===== src/rtl/uart_rx_fifo_param_pkg.sv =====
// Shared types and constants for the parametrised UART receive path.
// The state encoding is fixed and test benches rely on these values.
package uart_rx_fifo_param_pkg;

    typedef enum logic [2:0] {
        ST_IDLE   = 3'd0,
        ST_START  = 3'd1,
        ST_DATA   = 3'd2,
        ST_PARITY = 3'd3,
        ST_STOP   = 3'd4
    } rx_state_e;

    localparam int PAR_NONE = 0;
    localparam int PAR_EVEN = 1;
    localparam int PAR_ODD  = 2;

    function automatic int max_int(input int a, input int b);
        return (a > b) ? a : b;
    endfunction

endpackage


===== src/rtl/uart_baud_gen.sv =====
// Oversampling tick generator: one-cycle tick every DVSR clocks.
module uart_baud_gen #(
    parameter int DVSR = 163
) (
    input  logic clk,
    input  logic reset,
    output logic tick
);

    localparam int               CNT_W    = $clog2(DVSR);
    localparam logic [CNT_W-1:0] CNT_LAST = CNT_W'(DVSR - 1);

    logic [CNT_W-1:0] cnt_q, cnt_d;

    always_comb begin
        cnt_d = (cnt_q == CNT_LAST) ? '0 : cnt_q + CNT_W'(1);
    end

    always_ff @(posedge clk or negedge reset) begin
        if (!reset) begin
            cnt_q <= '0;
        end else begin
            cnt_q <= cnt_d;
        end
    end

    assign tick = (cnt_q == CNT_LAST);

endmodule


===== src/rtl/uart_rx_fifo_param_rx.sv =====
// Oversampled receiver FSM with input synchroniser, optional parity and stop-bit check.
// current_state and s keep these names so benches can probe them hierarchically.
module uart_rx_fifo_param_rx
    import uart_rx_fifo_param_pkg::*;
#(
    parameter int DBIT    = 8,
    parameter int OS      = 16,
    parameter int SB_TICK = 16,
    parameter int PARITY  = 0
) (
    input  logic            clk,
    input  logic            reset,
    input  logic            rx_i,
    input  logic            tick_i,
    output logic            push_o,
    output logic            ferr_o,
    output logic            pbad_o,
    output logic [DBIT-1:0] data_o
);

    localparam int S_W = $clog2(max_int(OS, SB_TICK));
    localparam int N_W = $clog2(DBIT);

    localparam logic [S_W-1:0] S_START_LAST = S_W'(OS / 2 - 1);
    localparam logic [S_W-1:0] S_BIT_LAST   = S_W'(OS - 1);
    localparam logic [S_W-1:0] S_STOP_LAST  = S_W'(SB_TICK - 1);
    localparam logic [N_W-1:0] N_LAST       = N_W'(DBIT - 1);
    localparam logic           ODD_MODE     = (PARITY == PAR_ODD);

    logic [1:0]      sync_q;
    logic            rx;
    rx_state_e       current_state;
    logic [S_W-1:0]  s;
    logic [N_W-1:0]  n_q;
    logic [DBIT-1:0] b_q;
    logic            p_bad_q;
    logic            stop_sample;

    always_ff @(posedge clk or negedge reset) begin
        if (!reset) begin
            sync_q <= 2'b11;
        end else begin
            sync_q <= {sync_q[0], rx_i};
        end
    end

    assign rx = sync_q[1];

    // Start detection is not tick-gated; the START state then re-samples at mid-bit to reject glitches.
    always_ff @(posedge clk or negedge reset) begin
        if (!reset) begin
            current_state <= ST_IDLE;
            s             <= '0;
            n_q           <= '0;
            b_q           <= '0;
            p_bad_q       <= 1'b0;
        end else begin
            case (current_state)
                ST_IDLE: begin
                    if (!rx) begin
                        current_state <= ST_START;
                        s             <= '0;
                    end
                end
                ST_START: begin
                    if (tick_i) begin
                        if (s == S_START_LAST) begin
                            s <= '0;
                            if (!rx) begin
                                current_state <= ST_DATA;
                                n_q           <= '0;
                                p_bad_q       <= 1'b0;
                            end else begin
                                current_state <= ST_IDLE;
                            end
                        end else begin
                            s <= s + S_W'(1);
                        end
                    end
                end
                ST_DATA: begin
                    if (tick_i) begin
                        if (s == S_BIT_LAST) begin
                            s   <= '0;
                            b_q <= {rx, b_q[DBIT-1:1]};
                            if (n_q == N_LAST) begin
                                current_state <= (PARITY != PAR_NONE) ? ST_PARITY : ST_STOP;
                            end else begin
                                n_q <= n_q + N_W'(1);
                            end
                        end else begin
                            s <= s + S_W'(1);
                        end
                    end
                end
                ST_PARITY: begin
                    if (tick_i) begin
                        if (s == S_BIT_LAST) begin
                            s             <= '0;
                            p_bad_q       <= (((^b_q) ^ rx) != ODD_MODE);
                            current_state <= ST_STOP;
                        end else begin
                            s <= s + S_W'(1);
                        end
                    end
                end
                ST_STOP: begin
                    if (tick_i) begin
                        if (s == S_STOP_LAST) begin
                            s             <= '0;
                            current_state <= ST_IDLE;
                        end else begin
                            s <= s + S_W'(1);
                        end
                    end
                end
                default: begin
                    current_state <= ST_IDLE;
                    s             <= '0;
                end
            endcase
        end
    end

    // The frame verdict is issued on the stop sample tick so the FIFO can act on the same edge.
    assign stop_sample = (current_state == ST_STOP) && tick_i && (s == S_STOP_LAST);
    assign push_o      = stop_sample & rx;
    assign ferr_o      = stop_sample & ~rx;
    assign pbad_o      = p_bad_q;
    assign data_o      = b_q;

endmodule


===== src/rtl/uart_rx_fifo_param.sv =====
// UART receive path: baud tick generator, oversampled receiver and a first-word
// fall-through RX FIFO with sticky framing, parity and overflow flags.
module uart_rx_fifo_param
    import uart_rx_fifo_param_pkg::*;
#(
    parameter int DBIT    = 8,
    parameter int OS      = 16,
    parameter int SB_TICK = 16,
    parameter int DVSR    = 163,
    parameter int PARITY  = 0,
    parameter int FIFO_W  = 2
) (
    input  logic            clk,
    input  logic            reset,
    input  logic            i_rx,
    input  logic            rd,
    input  logic            clr_err,
    output logic [DBIT-1:0] r_data,
    output logic            rx_empty,
    output logic            rx_full,
    output logic            frame_err,
    output logic            parity_err,
    output logic            overflow
);

    localparam int DEPTH = 2 ** FIFO_W;

    logic            tick;
    logic            rx_push;
    logic            rx_ferr;
    logic            rx_pbad;
    logic [DBIT-1:0] rx_word;

    uart_baud_gen #(
        .DVSR(DVSR)
    ) baud (
        .clk  (clk),
        .reset(reset),
        .tick (tick)
    );

    uart_rx_fifo_param_rx #(
        .DBIT   (DBIT),
        .OS     (OS),
        .SB_TICK(SB_TICK),
        .PARITY (PARITY)
    ) receptor (
        .clk   (clk),
        .reset (reset),
        .rx_i  (i_rx),
        .tick_i(tick),
        .push_o(rx_push),
        .ferr_o(rx_ferr),
        .pbad_o(rx_pbad),
        .data_o(rx_word)
    );

    logic [DBIT-1:0]   mem_q [DEPTH];
    logic [FIFO_W-1:0] wr_ptr_q, wr_ptr_d, rd_ptr_q, rd_ptr_d;
    logic [FIFO_W-1:0] wr_ptr_inc, rd_ptr_inc;
    logic              full_q, full_d, empty_q, empty_d;
    logic              rd_en, wr_en, drop;

    // A push into a full FIFO is still accepted when a pop frees a slot on the same edge.
    assign rd_en      = rd & ~empty_q;
    assign wr_en      = rx_push & (~full_q | rd_en);
    assign drop       = rx_push & full_q & ~rd_en;
    assign wr_ptr_inc = wr_ptr_q + FIFO_W'(1);
    assign rd_ptr_inc = rd_ptr_q + FIFO_W'(1);

    always_comb begin
        wr_ptr_d = wr_ptr_q;
        rd_ptr_d = rd_ptr_q;
        full_d   = full_q;
        empty_d  = empty_q;
        case ({wr_en, rd_en})
            2'b01: begin
                rd_ptr_d = rd_ptr_inc;
                full_d   = 1'b0;
                empty_d  = (rd_ptr_inc == wr_ptr_q);
            end
            2'b10: begin
                wr_ptr_d = wr_ptr_inc;
                empty_d  = 1'b0;
                full_d   = (wr_ptr_inc == rd_ptr_q);
            end
            2'b11: begin
                wr_ptr_d = wr_ptr_inc;
                rd_ptr_d = rd_ptr_inc;
            end
            default: begin
            end
        endcase
    end

    always_ff @(posedge clk or negedge reset) begin
        if (!reset) begin
            for (int i = 0; i < DEPTH; i++) begin
                mem_q[i] <= '0;
            end
            wr_ptr_q <= '0;
            rd_ptr_q <= '0;
            full_q   <= 1'b0;
            empty_q  <= 1'b1;
        end else begin
            if (wr_en) begin
                mem_q[wr_ptr_q] <= rx_word;
            end
            wr_ptr_q <= wr_ptr_d;
            rd_ptr_q <= rd_ptr_d;
            full_q   <= full_d;
            empty_q  <= empty_d;
        end
    end

    assign r_data   = mem_q[rd_ptr_q];
    assign rx_empty = empty_q;
    assign rx_full  = full_q;

    logic frame_err_q, frame_err_d;
    logic parity_err_q, parity_err_d;
    logic overflow_q, overflow_d;

    // Sticky flags are set-dominant: a new error wins over a simultaneous clear.
    always_comb begin
        frame_err_d  = rx_ferr | (frame_err_q & ~clr_err);
        parity_err_d = (rx_push & rx_pbad) | (parity_err_q & ~clr_err);
        overflow_d   = drop | (overflow_q & ~clr_err);
    end

    always_ff @(posedge clk or negedge reset) begin
        if (!reset) begin
            frame_err_q  <= 1'b0;
            parity_err_q <= 1'b0;
            overflow_q   <= 1'b0;
        end else begin
            frame_err_q  <= frame_err_d;
            parity_err_q <= parity_err_d;
            overflow_q   <= overflow_d;
        end
    end

    assign frame_err  = frame_err_q;
    assign parity_err = parity_err_q;
    assign overflow   = overflow_q;

endmodule


===== config.mk =====
export PLATFORM = sky130hd
export DESIGN_NAME = uart_rx_fifo_param
export DESIGN_NICKNAME = d
export VERILOG_FILES = /design/src/rtl/uart_rx_fifo_param_pkg.sv /design/src/rtl/uart_baud_gen.sv /design/src/rtl/uart_rx_fifo_param_rx.sv /design/src/rtl/uart_rx_fifo_param.sv
export SDC_FILE = /design/constraint.sdc
export NUM_CORES = 1
export LEC_CHECK = 0
export ABC_AREA = 1
export BUFFER_PORTS_ARGS = -buffer_cell sky130_fd_sc_hd__buf_2
export CORE_ASPECT_RATIO = 0.7
export CORE_MARGIN = 5
export CORE_UTILIZATION = 30
export CTS_CLUSTER_SIZE = 24
export DETAILED_ROUTE_END_ITERATION = 10
export GPL_TIMING_DRIVEN = 0
export PLACE_DENSITY = 0.45
export SETUP_SLACK_MARGIN = 0.05
export SLEW_MARGIN = 15
export SYNTH_ARGS = -nofsm -noshare
export SYNTH_HDL_FRONTEND = slang
export SYNTH_SLANG_ARGS = --single-unit

===== constraint.sdc =====
create_clock -name clk -period 3.1 [get_ports clk]
set_input_delay 0.31 -clock clk [delete_from_list [all_inputs] [get_ports clk]]
set_output_delay 0.31 -clock clk [all_outputs]
set_load 0.005 [all_outputs]

==> reports/qor.tcl <==
set qor(result_of_the_run) {finished clean}
set qor(floorplan.core_area_um2) 11800
set qor(first_pass_grt_wire_length_um) 14500
set qor(sum_of_negative_setup_slack_ns) 0
set qor(synth_top_cells_by_count) {sky130_fd_sc_hd__nand2_1 (137), sky130_fd_sc_hd__dfrtp_1 (67), sky130_fd_sc_hd__nand3_1 (46), sky130_fd_sc_hd__inv_1 (42), sky130_fd_sc_hd__nor2_1 (33)}
set qor(design.final.nets) 500
set qor(end_of_the_worst_register_to_register_path) {rx_empty$_DFFE_PN1P_}
set qor(syn-instance-count) 454
set qor(cts_max_level) 3
set qor(clkSinkCount) 70
set qor(reg2reg_setup_slack_ns) 0.81
set qor(timing.reg2reg.worst_path_depth) 12
set qor(drt-total-wl_um) 8900
set qor(hold_ws_ns) 0.0781
set qor(cp_num_buf_inv) 4
set qor(routed-via-count) 3010
set qor(cts_inserted_buffers) 9
set qor(startpoint) {rd_ptr_q[0]$_DFFE_PN0P_}
set qor(cell_by_cell_trace_of_the_critical_path) {buf_2 -> inv_1 -> buf_1 -> o21ai_0 -> o22ai_1 -> buf_2}
set qor(fp.dieArea_um2) 14600
set qor(final_critical_path_setup_slack_ns) 0.785
set qor(largest_net_degree_at_the_start_of_global_routing) 55
set qor(ys_warn_count) 0
set qor(synthTopCellsByArea) {sky130_fd_sc_hd__dfrtp_1 (46%), sky130_fd_sc_hd__nand2_1 (14%), sky130_fd_sc_hd__nand3_1 (6.3%), sky130_fd_sc_hd__inv_1 (4.3%), sky130_fd_sc_hd__o21ai_0 (3.8%)}
set qor(synth.lib_cells_used.distinct) 30
set qor(postCtsHoldBufs) 1
set qor(period_share_pct) 74.7
set qor(cell_row_count) 33
set qor(worst-endpoint-required_ns) 2.79
set qor(clock_tree.root_cell) {sky130_fd_sc_hd__clkbuf_16}
set qor(maxSlewHeadroom_pct) 65.3
set qor(cp-start-kind) {register}
set qor(synth-seq-cells) 70
set qor(critPathMostFrequentCell) {sky130_fd_sc_hd__buf_2}
set qor(asyncSetResetFlopFracSynth_pct) 100
set qor(setup_viol) 0
set qor(chipWidth_um) 142
set qor(synthMostInstantiatedCell) {sky130_fd_sc_hd__nand2_1}
set qor(cts_max_path_buffers) 2
set qor(layout_min_cycle_time_ns) 2.31
set qor(globalRoute.totalOverflow) 0
set qor(fillerInstances) 1226
set qor(finClkSkew_ns) 0.00701
set qor(final_max_slew_viol_count) 0
set qor(vias_per_cell) 4.66
set qor(power.static_leakage_uw) 0.00224
set qor(cts_tree) {yes}
set qor(worstMarginPinSlew_ns) 0.520
set qor(initial_antenna_violation_count) 0
set qor(portBuffers) 17
set qor(synth_top_cell_by_area) {sky130_fd_sc_hd__dfrtp_1}
set qor(finalHoldViolations) 0
set qor(clkTransAtPathRegs_ns) 0.05
set qor(synthToLayoutAreaGrowth_pct) 16.6
set qor(grt_setup_unrepaired) {false}
set qor(cp_delay_by_family_top) {buffers and inverters}
set qor(floorplan.initialDensity_pct) 31.0
set qor(detailedPlace.worstSlack_ns) 0.817
set qor(cp_slowest_stage_delay_ns) 0.45
set qor(antenna_violating_nets_remaining) 0
set qor(min-delay-path-class) {primary input to register}
set qor(min_from) {i_rx}
set qor(post_cts_sizing) 0
set qor(timing.fmax_mhz) 432
set qor(hpwl_um) 6390
set qor(netlist_area_um2) 3660
set qor(worst_r2r_startpoint) {receptor.s[1]$_DFFE_PN0P_}
set qor(wp_depth) 6
set qor(diodes) 0
set qor(crit_path_max_fanout) 10
set qor(cap_viol_max_count) 0
set qor(synth_top_flop_cell) {sky130_fd_sc_hd__dfrtp_1}
set qor(cp-end-kind) {output pin}
set qor(ios) 18
set qor(drtPass1Iterations) 5
set qor(tot_gr_track_use_pct) 12.8
set qor(critical_path_class) {register to output pin}
set qor(irDropWorstVdd_mv) 0.242
set qor(residual_drc) 0
set qor(post_route_cells_drive_above_1_share_pct) 14.7
set qor(routabilityCongestion) 0.797
set qor(synth-edff-count) 0
set qor(sequential_to_total_area_share_from_yosys_stat_pct) 47.9
set qor(synth.top_cell.area_share_pct) 45.8
set qor(routedWlPerCell_um) 13.8
set qor(worst-endpoint-arrival_ns) 2.00
set qor(post_synth.cell_area_avg_um2) 8.07
set qor(setup.worst_path.end) {r_data[6]}
set qor(grt_pass1_vias) 2750
set qor(die-height_um) 102
set qor(cpMaxStageDelayCell) {sky130_fd_sc_hd__buf_1}
set qor(synthesis.nets) 470
set qor(post-cts-setup-buffer-count) 0
set qor(clk_latency_ns) 0.33
set qor(first_iter_violations) 273
set qor(power_per_standard_cell_area_nw_per_um2) 565
-- power by group --
group / internal [µW] / total [µW] / switching, µW
Sequential: 938 / 944 / 6.08
Combinational: 170 / 479 / 309
Clock: 605 / 989 / 385
Total: 1710 / 2410 / 700
-- flip-flops by register name, indices dropped and copies added, names as in the netlist --
signal and cells:
mem_q 32, baud.cnt_q 8, receptor.data_o 8, receptor.s 4, receptor.current_state 3, receptor.n_q 3
rd_ptr_q 2, receptor.sync_q 2, wr_ptr_q 2, frame_err 1, overflow 1, parity_err 1
receptor.pbad_o 1, rx_empty 1, rx_full 1
-- cell type report --
class / instances / area (µm²) / share of cell area (%)
flip-flops and latches: 70 / 1760 / 41.1
multi-input cells: 318 / 1610 / 37.7
clock buffers: 13 / 270 / 6.33
well taps: 157 / 196 / 4.60
inverters: 46 / 173 / 4.04
repair buffers: 19 / 125 / 2.93
plain buffers: 20 / 125 / 2.93
clock inverters: 3 / 17.5 / 0.410
-- cell usage in the layout (no fill, tap or decap), types with 2 or more instances in the layout --
cell                          n
sky130_fd_sc_hd__a21oi_1     10
sky130_fd_sc_hd__a21oi_2      2
sky130_fd_sc_hd__buf_1        2
sky130_fd_sc_hd__buf_2       29
sky130_fd_sc_hd__buf_8        3
sky130_fd_sc_hd__clkbuf_1     3
sky130_fd_sc_hd__clkbuf_16    9
sky130_fd_sc_hd__clkbuf_8     3
sky130_fd_sc_hd__clkinv_2     2
sky130_fd_sc_hd__dfrtp_1     67
sky130_fd_sc_hd__dfstp_2      3
sky130_fd_sc_hd__ha_1        11
sky130_fd_sc_hd__inv_1       42
sky130_fd_sc_hd__inv_2        4
sky130_fd_sc_hd__nand2_1    137
sky130_fd_sc_hd__nand2_2      3
sky130_fd_sc_hd__nand3_1     46
sky130_fd_sc_hd__nand3_2      2
sky130_fd_sc_hd__nand4_1      7
sky130_fd_sc_hd__nor2_1      33
sky130_fd_sc_hd__nor2_4       5
sky130_fd_sc_hd__nor3_1       4
sky130_fd_sc_hd__o21ai_0     28
sky130_fd_sc_hd__o21ai_1      6
sky130_fd_sc_hd__o22ai_1      9
sky130_fd_sc_hd__xnor2_1      2
sky130_fd_sc_hd__xor2_1       7
-- how the worst min path moves through the flow --
stage                                               to  slack (ns)  depth (start not counted)
after floorplan                baud.cnt_q[0]$_DFF_PN0_        0.01                          0
after global placement    receptor.sync_q[1]$_DFF_PN1_        0.35                          0
after detailed placement       baud.cnt_q[7]$_DFF_PN0_        0.21                          1
after CTS                 receptor.sync_q[0]$_DFF_PN1_        0.06                          1
after global routing      receptor.sync_q[0]$_DFF_PN1_        0.06                          1
final                     receptor.sync_q[0]$_DFF_PN1_        0.08                          1
-- layer usage --
layer / track usage [%] / wire length, µm / vias up
li1: - / - / 1515
met1: 20.3 / 4870 / 1420
met2: 16.5 / 3460 / 68
met3: 3.65 / 502 / 7
met4: 3.69 / 72 / 0
met5: 0 / 0 / -
-- cell families after synthesis --
family | Yosys count | share of synthesized area [%]
flops | 70 | 47.9
fa+ha+maj | 11 | 3.76
simple gates | 241 | 29.6
xor+xnor | 9 | 2.15
compound gates | 57 | 8.47
buf+inv | 66 | 8.13
-- per-stage QoR --
stage,cells,util (%),power [µW],cell area (µm²)
floorplan,454,-,1240,3660
global placement,628,33.4,1450,3940
detailed placement,629,33.7,1450,3970
CTS,646,36.2,2470,4270
global route,646,36.2,2550,4270
finish,646,36.2,2410,4270
(Power assumes the default switching activity.)
